[config.mk]
export PLATFORM = sky130hd
export DESIGN_NAME = rs_write_arbiter
export DESIGN_NICKNAME = d
export VERILOG_FILES = /design/src/rtl/rs_write_arbiter.sv
export SDC_FILE = /design/constraint.sdc
export NUM_CORES = 1
export LEC_CHECK = 0
export CORE_MARGIN = 2
export CORE_UTILIZATION = 47
export CTS_BUF_LIST = sky130_fd_sc_hd__clkbuf_8
export CTS_CLUSTER_SIZE = 20
export DETAILED_ROUTE_END_ITERATION = 8
export GPL_TIMING_DRIVEN = 0
export PLACE_DENSITY_LB_ADDON = 0.1
export SYNTH_ARGS = -nofsm -noshare
export SYNTH_HDL_FRONTEND = slang
export SYNTH_SLANG_ARGS = --single-unit
[constraint.sdc]
create_clock -name clk -period 3.3 [get_ports clk]
set_input_delay 0.495 -clock clk [delete_from_list [all_inputs] [get_ports clk]]
set_output_delay 0.495 -clock clk [all_outputs]
set_load 0.02 [all_outputs]
[src/rtl/rs_write_arbiter.sv]
// rs_write_arbiter: round-robin share of one rs_write_decodifier between two requesters, with a settle wait and a held, source-tagged result
module rs_write_arbiter #(
  parameter int WIDTH = 12,
  parameter int SETTLE_CYCLES = 1,
  parameter int CNT_W = 8
) (
  input  logic             clk,
  input  logic             rst,
  input  logic             req0_valid,
  input  logic [WIDTH-1:0] req0_data,
  output logic             req0_ready,
  input  logic             req1_valid,
  input  logic [WIDTH-1:0] req1_data,
  output logic             req1_ready,
  output logic [WIDTH-1:0] dec_in,
  input  logic [WIDTH-1:0] dec_out,
  output logic             res_valid,
  output logic [WIDTH-1:0] res_data,
  output logic             res_src,
  input  logic             res_ready,
  output logic             busy,
  output logic [CNT_W-1:0] done_count
);
  typedef enum logic [1:0] {IDLE, SETTLE, HOLD} state_t;
  localparam logic [3:0] SC = 4'(SETTLE_CYCLES);
  localparam logic [CNT_W-1:0] ONE = 1;
  state_t           r_state;
  logic             r_last;
  logic [3:0]       r_cnt;
  logic [WIDTH-1:0] r_dec_in;
  logic [WIDTH-1:0] r_res_data;
  logic             r_res_src;
  logic             r_res_valid;
  logic [CNT_W-1:0] r_done;
  logic             w_g1;
  assign w_g1       = req1_valid && (!req0_valid || !r_last);
  assign req0_ready = (r_state == IDLE) && req0_valid && !w_g1;
  assign req1_ready = (r_state == IDLE) && w_g1;
  assign dec_in     = r_dec_in;
  assign res_valid  = r_res_valid;
  assign res_data   = r_res_data;
  assign res_src    = r_res_src;
  assign busy       = r_state != IDLE;
  assign done_count = r_done;
  always_ff @(posedge clk) begin
    if (rst) begin
      r_state     <= IDLE;
      r_last      <= 1'b1;
      r_cnt       <= '0;
      r_dec_in    <= '0;
      r_res_data  <= '0;
      r_res_src   <= 1'b0;
      r_res_valid <= 1'b0;
      r_done      <= '0;
    end else begin
      case (r_state)
        IDLE: if (req0_ready || req1_ready) begin
          r_dec_in  <= w_g1 ? req1_data : req0_data;
          r_res_src <= w_g1;
          r_last    <= w_g1;
          r_cnt     <= SC;
          r_state   <= SETTLE;
        end
        SETTLE: begin
          r_cnt <= r_cnt - 4'd1;
          if (r_cnt == 4'd1) begin
            r_res_data  <= dec_out;
            r_res_valid <= 1'b1;
            r_state     <= HOLD;
          end
        end
        HOLD: if (res_ready) begin
          r_res_valid <= 1'b0;
          r_done      <= r_done + ONE;
          r_state     <= IDLE;
        end
        default: r_state <= IDLE;
      endcase
    end
  end
endmodule

[Yosys cells after proc, flatten, opt, wreduce, memory -nomap -nowiden]
Index checks and enable logic that the tools add are counted.
Word-level totals
  register bits: 41
  logic and storage cells: 45
  output and inout port bits: 37
Cells by class
  multiplexer cells: 10
  $add $sub $neg: 2
  reductions and logical operators: 19
  equality and inequality tests: 6
Operators with widths (count)
  12-bit two-way mux: 1
  8-bit by 1-bit adder with 8-bit output, second input constant: 1
  4-bit one-hot mux with 2 select lines: 1
  2-bit AND reduction: 4
  2-bit two-way mux: 3
  2-bit one-hot mux with 3 select lines: 1
  3-bit AND reduction: 2
  2-bit nonzero test: 3
  4-bit by 1-bit equality test with 1-bit output, second input constant: 1
  1-bit logical AND: 4
  4-bit two-way mux: 1
  2-bit != test, second input constant: 2
  4-bit by 1-bit subtractor with 4-bit output, second input constant: 1
  1-bit logical NOT: 3
  2-bit by 1-bit equality test with 1-bit output, second input constant: 1
  2-bit equality test, second input constant: 1
  2-bit logical NOT: 1
  1-bit logical OR: 2
  1-bit two-way mux: 2
  2-bit by 1-bit != test with 1-bit output, second input constant: 1
  1-bit one-hot mux with 2 select lines: 1

[Depth between registers and ports, before layout]
  depth in word-level cells: 8
  depth in mapped cells: 6

[Least setup slack after synthesis]
OpenSTA, ideal clock, no wires.
  kind: input to output
  start: in req0_valid
  end: out req0_ready
  data required time: 2.805 ns
  setup slack: 1.557 ns
  buffers on the path: 0
  stages: 2
  arrival: 1.248 ns
  cell sequence: or3b_2 > nor2_1
On the way
  cells in the longest elaborated chain, start to end: 5
Ends and longest elaborated chain
  from (decl): line 9  | input logic req0_valid,
  1-bit logical NOT: line 36  | assign w_g1 = req1_valid && (!req0_valid || !r_last);
  1-bit logical OR: line 36
  1-bit logical AND: line 36
  1-bit logical NOT: line 37  | assign req0_ready = (r_state == IDLE) && req0_valid && !w_g1;
  1-bit logical AND (*): line 37
  to (decl): line 11  | output logic req0_ready,
Every way passes the cells marked *; elsewhere a longest branch is shown, timed or not.

[Worst setup path after layout]
Same ends and word-level chain as after synthesis.

==> impl_results.md <==
* Outcome: finished clean
* CP Class: primary input to output port
* Slowest cell delay on critical path at about 630 ps
* Synth cell count leaders: dfxtp_1 (41), a21oi_1 (32), a211oi_1 (14), nand3_1 (14), o21ai_0 (14)
* Critical Path RT at 2800 ps
* Cell area after synthesis at 1833 µm²
* Crit-path max FO at 4
* Die Wd at 66.45 µm
* Initial Utilization at 49.33%
* CTS Buffer Depth at 2
* CP Capture Type: output port
* Startpoint Class: primary input
* Max VDD drop at 294.8 µV
* Worst rel slew slack at 63.95%
* Clk sink count at a little over 40
* CP top delay family: buffers and inverters
* RSZ-0062 raised after global routing: false
* Post-synth EDFFs at 0
* Main synth FF type: dfxtp_1
* Crit path cell chain: clkdlybuf4s50_1, or3b_2, nor2_1, clkdlybuf4s50_1
* Iteration-0 DRC Markers at 161
* Max-slew violation count at 0
* CTS tree: yes
* Htree depth at 2
* Root Driver: clkbuf_8
* Worst-Skew Late Latency at 300 ps
* Setup TNS at 0 ps
* Async set or reset register ratio after synthesis at 0%
* Via count at 1803
* Area share of the largest cell type after synthesis at 44.78%
* Avg WL per Cell at about 14 µm
* #FFs+latches synth at 41
* Layout Cells excl Fill at 333
* Vias in the first global route at 1735
* Antenna violations before repair at 0
* Diodes inserted at 0
* DRT Pass-1 Iters at 4
* ANT nets after route at 0
* Fin crit share at between 80 and 90%
* Cts hold-fix bufs at 0
* Layout cell share with drive strength beyond 1 at under 10%
* Pleak at 1.022 nW
* CTS clock-pin slew for the worst setup and hold paths at 70 ps
* First-pass GRT wire length at between 7000 and 8000 µm
* Placed insts at around 330
* Max-Cap Viols at 0
* Vias/cell at 5.414
* Cell variety after synth at 37
* WL met2 at 2236 µm
* Seq/Total Area, Yosys at between 40% and 50%
* Total GRT Usage at 23.01%
* Fin. Hold Viols at 0
* Slew @ Worst Pin at 540.8 ps
* Slowest CP cell: clkdlybuf4s50_1
* Met3 routed wirelength at 391 µm
* Mapped Nets at 245
* Setup Buffers After CTS at 0
* Clk_skew at 8.976 ps
* Fmax at between 300 and 400 MHz
* Row Count at 22
* CORE AREA at 3716 µm²
* Area Overhead vs Synth at 52.08%
* Area contributors post-synth: dfxtp_1 (45%), a21oi_1 (8.7%), mux2i_1 (7.1%)
* Top layer in use: met4
* Residual DRC at 0
* Post-Synthesis Cells at 201
* WP data arrival at between 2000 and 2500 ps
* Cell taking the most area after synthesis: dfxtp_1
* Detailed placement HPWL at 3410 µm
* Crit path top cell by count: clkdlybuf4s50_1
* Power Density at 509.4 nW/µm²
* Largest net degree at the start of global routing at 14
* M1 WL at around 2000 µm
* Die Ht at 66.45 µm
* Ports at 78
* Routability cong. at approximately 0.79
* Worst Path Buf+Inv at 2
* Syn. warnings at 0
* Crit path time final at 2793 ps
* Overflow after GRT at 0
* Most common cell in the netlist: dfxtp_1
* Full die area at 4416 µm²
* Port-buffer cells at between 70 and 80
* Hold Path Class: flop to flop
* Final wirelength at around 4700 µm
* # setup viols final at 0
* Post-CTS Resized at 0
* Total CTS buffers at 5
* Final Util at 75.02%
* Post-layout nets at 328
* Avg Cell Area, Syn at about 9 µm²
==> cells in the final DEF (no fill, tap or decap), types with 2 or more instances in the layout <==
master,n
clkdlybuf4s50_1,76
dfxtp_1,41
a21oi_1,32
nand3_1,14
o21ai_0,14
a211oi_1,14
mux2i_1,13
nor2_1,9
buf_2,7
clkbuf_1,6
inv_1,5
nand2_1,5
clkbuf_8,5
or3_1,4
or3b_2,3
o211ai_1,3
ha_1,3
nand2b_1,2
a22oi_1,2
xor2_1,2
nor2b_1,2
o31ai_1,2
or4_1,2
bufinv_16,2
==> state kept, by name, indices dropped and copies added (netlist names) <==
signal	count
r_state	2
r_cnt	4
r_last	1
res_valid	1
res_data	12
done_count	8
res_src	1
dec_in	12
==> metal layers <==
metal | up-vias | global-route usage (%)
li1 | 901 | -
met1 | 828 | 26.71
met4 | 0 | 7.908
met5 | - | 0
met3 | 5 | 8.953
met2 | 69 | 38.50
==> cell type report <==
type / count / area (µm²)
clock buffer: 5 / 68.82
inverter: 5 / 18.77
clock inverter: 3 / 65.06
timing repair buffer: 76 / 760.7
tap: 48 / 60.06
buffer: 15 / 76.32
sequential: 41 / 820.8
fill: 298 / 928.4
multi-input combinational: 140 / 917.1
==> logic make-up (layout without fill, tap and decap cells) <==
kind of cell,count (synthesis),count (layout),synth area share (%)
AOI/OAI and AO/OA,70,70,23.07
xor gates and xnor gates,3,3,1.434
adders and majority gates,3,3,2.048
buffers and inverters,20,104,5.188
DFF,41,41,44.78
muxes,14,14,7.713
and+or+nand+nor,50,50,15.77
==> stage by stage <==
stage / setup WS (ps) / power [mW] / hold WS (ps) / instance area (µm²)
2_1_floorplan: 1557 / 0.7870 / 477.5 / 1833
3_3_place_gp: 522.0 / 0.9475 / 453.5 / 2654
3_5_place_dp: 513.9 / 0.9535 / 466.6 / 2654
4_1_cts: 501.2 / 1.427 / 476.4 / 2788
5_1_grt: 450.9 / 1.491 / 494.2 / 2788
6_report: 507.0 / 1.420 / 478.1 / 2788
==> power by group <==
part	switching [mW]	internal (mW)	leakage, nW
Combinational	0.192	0.181	0.618
Sequential	0.0320	0.539	0.336
Clock	0.175	0.300	0.0681
==> worst register-to-register path, cell delays in order, from the launching register on <==
cell and delay [ps]:
dfxtp_1 410, ha_1 190, or3b_2 480, clkbuf_1 240, o21ai_0 240, a21oi_1 90
==> path summary, 6_finish.rpt <==
path / from / to / slack [ps] / depth (start not counted)
max: req0_valid / req0_ready / 510 / 4
min: res_data[3] / res_data[3] / 480 / 2
max reg2reg: r_cnt[0] / res_data[2] / 1510 / 5
min reg2reg: res_data[3] / res_data[3] / 480 / 2
Note: power is estimated with default switching activity, not from simulation.
